**src/rtl/fifo_word_packer_pkg.sv**
```systemverilog
// ---------------------------------------------------------------------------
// fifo_word_packer_pkg
//  Shared definitions for the FIFO word packer: default geometry, FSM state
//  encoding and the lane-mask helper used to build partial-word byte enables.
// ---------------------------------------------------------------------------
package fifo_word_packer_pkg;

   localparam int WIDTH_DEF = 8;
   localparam int LANES_DEF = 4;
   localparam int MAX_LANES = 32;

   // Packer FSM encoding
   localparam logic [0:0] ST_RUN   = 1'b0;
   localparam logic [0:0] ST_DRAIN = 1'b1;

   // Mask with the low n bits set; n == MAX_LANES yields all ones.
   function automatic logic [MAX_LANES-1:0] lane_mask(input int unsigned n);
      return MAX_LANES'((33'd1 << n) - 33'd1);
   endfunction

endpackage

```
**src/rtl/fifo_word_packer_vr_hold_reg.sv**
```systemverilog
// ---------------------------------------------------------------------------
// vr_hold_reg
//  Single-entry valid/ready output register. A load captures load_data and
//  raises valid; valid drops once the consumer accepts and nothing new loads.
//  The caller only loads when the slot is free (!valid | ready), so data is
//  stable while valid & !ready.
// Ports
//  rd_clk     clock
//  reset_n    synchronous active-low reset (clears valid and data)
//  load       capture load_data this cycle
//  load_data  DW-bit payload
//  ready      consumer accept
//  valid      payload valid
//  data       held payload
// ---------------------------------------------------------------------------
module vr_hold_reg #(
   parameter int DW = 8
) (
   input  logic          rd_clk,
   input  logic          reset_n,
   input  logic          load,
   input  logic [DW-1:0] load_data,
   input  logic          ready,
   output logic          valid,
   output logic [DW-1:0] data
);

   always_ff @(posedge rd_clk) begin
      if (!reset_n) begin
         valid <= 1'b0;
         data  <= '0;
      end else if (load) begin
         valid <= 1'b1;
         data  <= load_data;
      end else if (ready) begin
         valid <= 1'b0;
      end
   end

endmodule

```
**src/rtl/fifo_word_packer.sv**
```systemverilog
// ---------------------------------------------------------------------------
// fifo_word_packer
//  Read-side consumer of the async FIFO (rd_clk domain). Pops WIDTH-bit
//  entries, packs LANES of them into one word (lane 0 = oldest) and offers it
//  on a valid/ready port. A flush pulse drains in-flight data and emits any
//  partial word with a lane-valid mask, then pulses flush_done.
// Ports
//  rd_clk      clock (FIFO read clock)
//  reset_n     synchronous active-low reset
//  fifo_empty  FIFO empty flag
//  fifo_data   FIFO read data, valid the cycle after fifo_read
//  fifo_read   pop request
//  flush       single-cycle request to emit any partial word
//  word_out    packed word
//  byte_en     lane-valid mask for word_out
//  word_valid  word_out/byte_en valid
//  word_ready  consumer accept
//  flush_done  one-cycle pulse when a flush completes
// ---------------------------------------------------------------------------
module fifo_word_packer
   import fifo_word_packer_pkg::*;
#(
   parameter int WIDTH = WIDTH_DEF,
   parameter int LANES = LANES_DEF
) (
   input  logic                   rd_clk,
   input  logic                   reset_n,
   input  logic                   fifo_empty,
   input  logic [WIDTH-1:0]       fifo_data,
   output logic                   fifo_read,
   input  logic                   flush,
   output logic [WIDTH*LANES-1:0] word_out,
   output logic [LANES-1:0]       byte_en,
   output logic                   word_valid,
   input  logic                   word_ready,
   output logic                   flush_done
);

   localparam int LW = $clog2(LANES);
   localparam int CW = LW + 1;

   logic [CW-1:0]                 cnt;      // lanes captured in acc
   logic                          pending;  // read issued last cycle, data arriving now
   logic [0:0]                    state;
   logic [LANES-1:0][WIDTH-1:0]   acc;

   logic                          full, slot_free, xfer, drain_idle, partial, emit;
   logic [CW:0]                   occupancy;
   logic [LANES-1:0]              be_next;
   logic [LANES-1:0][WIDTH-1:0]   word_next;

   assign full       = (cnt == CW'(LANES));
   assign slot_free  = !word_valid || word_ready;
   assign xfer       = full && slot_free;
   assign drain_idle = (state == ST_DRAIN) && !pending;
   assign partial    = drain_idle && (cnt != '0) && !full && slot_free;
   assign emit       = xfer || partial;

   // Lanes already owned: captured plus the one still in flight from the FIFO.
   // A read is allowed when there is room, or when a full word leaves this cycle.
   assign occupancy  = {1'b0, cnt} + (CW+1)'(pending);
   assign fifo_read  = reset_n && (state == ST_RUN) && !flush && !fifo_empty &&
                       ((occupancy < (CW+1)'(LANES)) || xfer);

   // cnt == LANES gives all ones, so one expression serves full and partial words.
   assign be_next = LANES'(lane_mask(32'(cnt)));

   // Unfilled lanes may hold stale data from an earlier word; zero them.
   always_comb begin
      word_next = '0;
      for (int i = 0; i < LANES; i++)
         if (be_next[i]) word_next[i] = acc[i];
   end

   always_ff @(posedge rd_clk) begin
      if (!reset_n) begin
         cnt        <= '0;
         pending    <= 1'b0;
         state      <= ST_RUN;
         flush_done <= 1'b0;
         acc        <= '0;
      end else begin
         pending    <= fifo_read;
         flush_done <= 1'b0;
         // capture and emit are exclusive: emit needs pending=0 (partial) or
         // cnt==LANES, and cnt+pending never exceeds LANES.
         if (pending) begin
            acc[cnt[LW-1:0]] <= fifo_data;
            cnt              <= cnt + CW'(1);
         end else if (emit) begin
            cnt <= '0;
         end
         case (state)
            ST_RUN: if (flush) state <= ST_DRAIN;
            default: begin
               // Nothing left in flight or in the accumulator: flush complete.
               if (drain_idle && (cnt == '0)) begin
                  state      <= ST_RUN;
                  flush_done <= 1'b1;
               end
            end
         endcase
      end
   end

   vr_hold_reg #(.DW(WIDTH*LANES + LANES)) u_hold (
      .rd_clk    (rd_clk),
      .reset_n   (reset_n),
      .load      (emit),
      .load_data ({be_next, word_next}),
      .ready     (word_ready),
      .valid     (word_valid),
      .data      ({byte_en, word_out})
   );

endmodule
```
**config.mk**
```make
export PLATFORM = sky130hd
export DESIGN_NAME = fifo_word_packer
export DESIGN_NICKNAME = d
export VERILOG_FILES = /design/src/rtl/fifo_word_packer_pkg.sv /design/src/rtl/fifo_word_packer_vr_hold_reg.sv /design/src/rtl/fifo_word_packer.sv
export SDC_FILE = /design/constraint.sdc
export NUM_CORES = 1
export LEC_CHECK = 0
export ABC_AREA = 0
export CORE_ASPECT_RATIO = 1.2
export CORE_MARGIN = 4
export CORE_UTILIZATION = 45
export CTS_CLUSTER_DIAMETER = 40
export DETAILED_ROUTE_END_ITERATION = 7
export PLACE_DENSITY = 0.7
export SLEW_MARGIN = 20
export SYNTH_ARGS = -nofsm -noshare
export SYNTH_HDL_FRONTEND = slang
export SYNTH_SLANG_ARGS = --single-unit
```
**constraint.sdc**
```tcl
create_clock -name rd_clk -period 4.4 [get_ports rd_clk]
set_clock_uncertainty 0.15 [all_clocks]
set_input_delay 0.66 -clock rd_clk [delete_from_list [all_inputs] [get_ports rd_clk]]
set_output_delay 0.66 -clock rd_clk [all_outputs]
set_load 0.03 [all_outputs]
```
## Word level (Yosys, flattened, before mapping)

Index checks and enable logic that the tools add are counted.

| storage, ports and cells | value |
|---|---|
| register bits | 75 |
| bits of input ports | 13 |
| word-level logic and storage cells | 58 |

| operators by class | value |
|---|---|
| add/sub/neg operators | 3 |
| magnitude comparators | 3 |
| equality and inequality tests | 1 |
| shifts and indexed selects | 1 |
| mux-type cells | 15 |
| bitwise logic cells | 1 |
| reduce and logical (&&, ||, !) cells | 24 |

Operator list:

| cell | number |
|---|---|
| $mux 8 | 5 |
| $bwmux 32 | 1 |
| $demux 8 s2 | 1 |
| $logic_and 1x1->1 | 11 |
| $mux 1 | 6 |
| $mux 3 | 2 |
| $logic_not 1->1 | 5 |
| $add 3x1->4 | 1 |
| $lt 4x3->1 const B | 1 |
| $reduce_bool 2->1 | 2 |
| $shl 1x3->4 const A | 1 |
| $sub 4x1->4 const B | 1 |
| $add 3x1->3 const B | 1 |
| $eq 3x3->1 const B | 1 |
| $logic_not 3->1 | 1 |
| $logic_or 1x1->1 | 3 |
| $lt 2x3->1 const B | 1 |
| $reduce_bool 3->1 | 1 |
| $ge 2x1->1 const B | 1 |
| $reduce_and 2->1 | 1 |
| $not 1->1 | 1 |

## Logic depth before layout (Yosys ltp)

| logic depth | value |
|---|---|
| depth after elaboration | 8 |
| gate-level depth with buffers | 8 |
| gate-level depth less buffers | 6 |

## Cells and area by module

From an unflattened synthesis, not the netlist that was laid out.

| unflattened totals | value |
|---|---|
| cell total of the unflattened synthesis | 346 |
| area, all modules | 3305.7 µm² |

Modules (own cells, without submodules):

| module | instances | cells an instance | area each (µm²) |
|---|---|---|---|
| fifo_word_packer | 1 | 228 | 1883.1 |
| vr_hold_reg | 1 | 118 | 1422.6 |

## Least setup slack after synthesis

OpenSTA, ideal clock, no wires.

| path | value |
|---|---|
| kind | register to output |
| start point | register cnt[1] |
| end point | output fifo_read |
| arrival time | 2.058 ns |
| data required time | 3.590 ns |
| slack | 1.532 ns |
| stages on the path, launching flop included | 6 |
| buffers on the path | 1 |
| path through | dfxtp_1 > inv_1 > ha_1 > clkbuf_1 > a31oi_1 > nor4_1 |

| between the ends | value |
|---|---|
| word-level cells in the longest chain between the ends | 4 |

RTL lines:

| element | line | source |
|---|---|---|
| start: declaration | fifo_word_packer.sv:42 | `logic [CW-1:0] cnt;` |
| start signal: assignment | fifo_word_packer.sv:89 | `cnt <= cnt + CW'(1);` |
| $add 3x1->4 / $eq 3x3->1 (equally long branches) | fifo_word_packer.sv:61, fifo_word_packer.sv:52 |  |
| $lt 4x3->1 / $logic_and 1x1->1 (equally long branches) | fifo_word_packer.sv:63, fifo_word_packer.sv:54 |  |
| $logic_or 1x1->1 (*) | fifo_word_packer.sv:63 | `((occupancy < (CW+1)'(LANES)) \|\| xfer);` |
| $logic_and 1x1->1 (*) | fifo_word_packer.sv:62 | `assign fifo_read = reset_n && (state == ST_RUN) && !flush && !fifo_empty &&` |
| end: declaration | fifo_word_packer.sv:30 | `output logic fifo_read,` |

Every way passes the cells marked *; elsewhere a longest branch is shown, timed or not.

## Worst setup path after layout

Same ends and word-level chain as after synthesis.

==> impl_results.md <==
- CTS Root Cell: clkbuf_8
- Layout cells sized above 1: 5.56%
- Starting density of the core: between 40% and 50%
- Post-synthesis mux area share: 0%
- F_max: 304 MHz
- H-Tree Depth: 3
- Seq cells post-synth: 75
- GRT Total Usage: 17.7%
- Relative slew slack: 40.0%
- Worst Path Buf+Inv: 2
- TNS Setup: 0 ns
- Mean Syn Cell Area: 8.90 um2
- Placed instance count: 448
- Cells after synthesis: between 300 and 400
- WP data required: 3.59 ns
- Detailed Place HPWL: roughly 4.2 mm
- CP Launch Point: cnt[1]
- Die width: 82.2 um
- I/O Buffers: 51
- RSZ-0062 raised after global routing: no
- Static Leak: 0.00125 uW
- CP endpoint kind: output port
- Arr. time, crit path: 2.48 ns
- Critical path's top delay family: buffers and inverters
- Area share of fa/ha/maj cells after synthesis: 2.10%
- CTS resizes: 0
- Final period utilization: roughly 75%
- Die area: 0.00798 mm2
- Global-route wire length before repair: 11.0 mm
- # clock sinks: 75
- Compound-Gate Fraction of Synth Area: 19.8%
- Maximum vdd ir drop: 236 uV
- Warnings, synthesis: 0
- WL/cell: 14.0 um
- Post-Syn Area: 0.00297 mm2
- Min Tclk post-route: 3.29 ns
- Clock Path Buffers: 2
- CP Max Fanout: 14
- Antenna Cells: 0
- Remaining Overflow, GRT: 0
- Max Cap Viol: 0
- Max Slew Vio Count: 0
- Synth unique cells: 32
- Sw Share: between 20% and 30%
- Final cell count without fillers: 463
- First-pass DRT Iterations: 4
- CTS tree: built
- Min-delay worst type: flop to flop
- Slew @ Worst Pin: 0.900 ns
- NetSw: 289 uW
- Critical path's largest stage delay: 0.71 ns
- Reg2reg start: cnt[1]
- Final ANT Viol Nets: 0
- Crit-path slowest cell: clkdlybuf4s50_1
- Final Hold Viols: 0
- Most common cell after layout, fill and taps aside: dfxtp_1
- Die Y: ~97 um
- Layout area overhead: 22.8%
- Largest net degree at the start of global routing: 92
- Via density: around 5.2
- Setup repair bufs after CTS: 0
- Clock slew seen by the registers of the worst setup and hold paths: 0.07 ns
- Critical path class: flop to output port
- RePlAce Congestion: slightly below 0.8
- Antenna violations before repair: 0
- Worst-skew pair later-pin latency: 0.34 ns
- Via count of the first global-routing pass: approximately 2,300
- Post-synthesis net count: 352
- XOR/XNOR share of the synthesized area: less than 1%
- Sequential fraction of the synthesis area: 50.5%
- Rows: 32
- Hold_buf cts: 0
- Drt drc: 0
- Sequential fraction of design power: between 50 and 60%
- Fin Hold WS: 0.296 ns
- Clock power share: approximately 36%
- Cts bufs inserted: 9
- Min-delay src: acc[21]
- Setup crit start kind: flop
- Via Count: 2,430
- Internal: between 900 and 1000 uW
- Synth Area in Simple Gates: approximately 22%
- Core area: 0.00641 mm2
- Endpoints failing setup: 0
- Post-Route WL: 6.46 mm
- Combinational Power Share: 7.0%
- Worst-path cell chain: inv_1 > ha_1 > a31oi_1 > nor4_1 > clkdlybuf4s50_1
- Initial DRC Count: approximately 190
- Main combinational cell family by area after synthesis: simple AND/OR/NAND/NOR gates
- # nets final: 392
- Design Power: 1220 uW
- Status: finished clean
- Most frequent cells in the layout: dfxtp_1, nand2_1, clkdlybuf4s50_1
- IO Count: 52
- Pwr per Cell Area: 334 mW/mm2
[synthesized netlist by cell type]
master	count	area, um2
dfxtp_1	75	1500
nand2_1	71	267
nand3_1	48	240
a21boi_0	33	248
a21boi_1	18	135
clkbuf_1	15	56.3
and3_1	10	62.6
a32o_1	8	80.1
o21ai_1	8	40.0
buf_2	6	30.0
ha_1	5	62.6
nor2_1	4	15.0
inv_1	3	11.3
nand2b_1	3	18.8
nor2b_1	3	18.8
nor3_1	3	15.0
o21a_1	3	22.5
a31oi_1	2	12.5
buf_4	2	15.0
nor4_1	2	12.5
a21oi_1	1	5.00
a31o_1	1	8.76
buf_1	1	3.75
buf_6	1	11.3
nor3b_2	1	12.5
o211a_1	1	10.0
o211ai_2	1	12.5
o21ai_0	1	5.00
o21ai_2	1	8.76
or3_1	1	6.26
xnor2_2	1	16.3
xor2_1	1	8.76
[power groups by stage]
stage	Sequential [uW]	Clock (uW)	Combinational, uW
global route	691	488	93.8
global placement	706	0	85.8
floorplan	710	0	50.4
CTS	690	458	86.9
detailed placement	706	0	86.5
finish	690	445	85.7
[sequential cells by signal, indices dropped and copies added, names as in the netlist]
register,count
state,1
cnt,3
flush_done,1
u_hold.data,36
acc,32
pending,1
u_hold.valid,1
[worst min-delay path, cell delays in order, from the launching register on]
cell     delay [ns]
dfxtp_1        0.31
nand2_1        0.05
o21ai_1        0.05
[cell type report]
type                       count  area [um2]
timing repair buffer          54         528
tap                           85         106
clock buffer                  12         145
fill                         597        2760
multi-input combinational    231        1340
inverter                       3        11.3
clock inverter                 3        15.0
sequential                    75        1500
[final timing paths]
path	cells after the start	slack, ns	end
worst max-delay path	5	1.11	fifo_read
worst min-delay path	2	0.30	u_hold.data[21]
worst max register to register	6	1.75	u_hold.data[16]
worst min register to register	2	0.30	u_hold.data[21]
[cell families after synthesis]
family                   after synthesis
flip-flops                            75
AND/OR/NAND/NOR                      146
buffers and inverters                 28
XOR/XNOR                               2
adder cells (fa/ha/maj)                5
AO/OA/AOI/OAI                         78
[per-layer routing]
layer | track usage (%) | vias up | wire, um | part of all wire (%)
li1 | - | 1233 | - | -
met1 | 23.5 | 1123 | 2830 | 44
met2 | 26.6 | 62 | 3070 | 48
met3 | 4.93 | 12 | 420 | 6.5
met4 | 7.16 | 0 | 132 | 2.0
met5 | 0 | - | 0 | 0
[metrics by stage]
stage	area, um2	util [%]	worst slack, ns
after global placement	3490	54.5	1.24
final	3650	57.0	1.11
after global routing	3650	57.0	0.917
after CTS	3650	57.0	1.11
after detailed placement	3490	54.5	1.21
after floorplan	2970	-	1.53
Power figures use the tool's default switching activity.
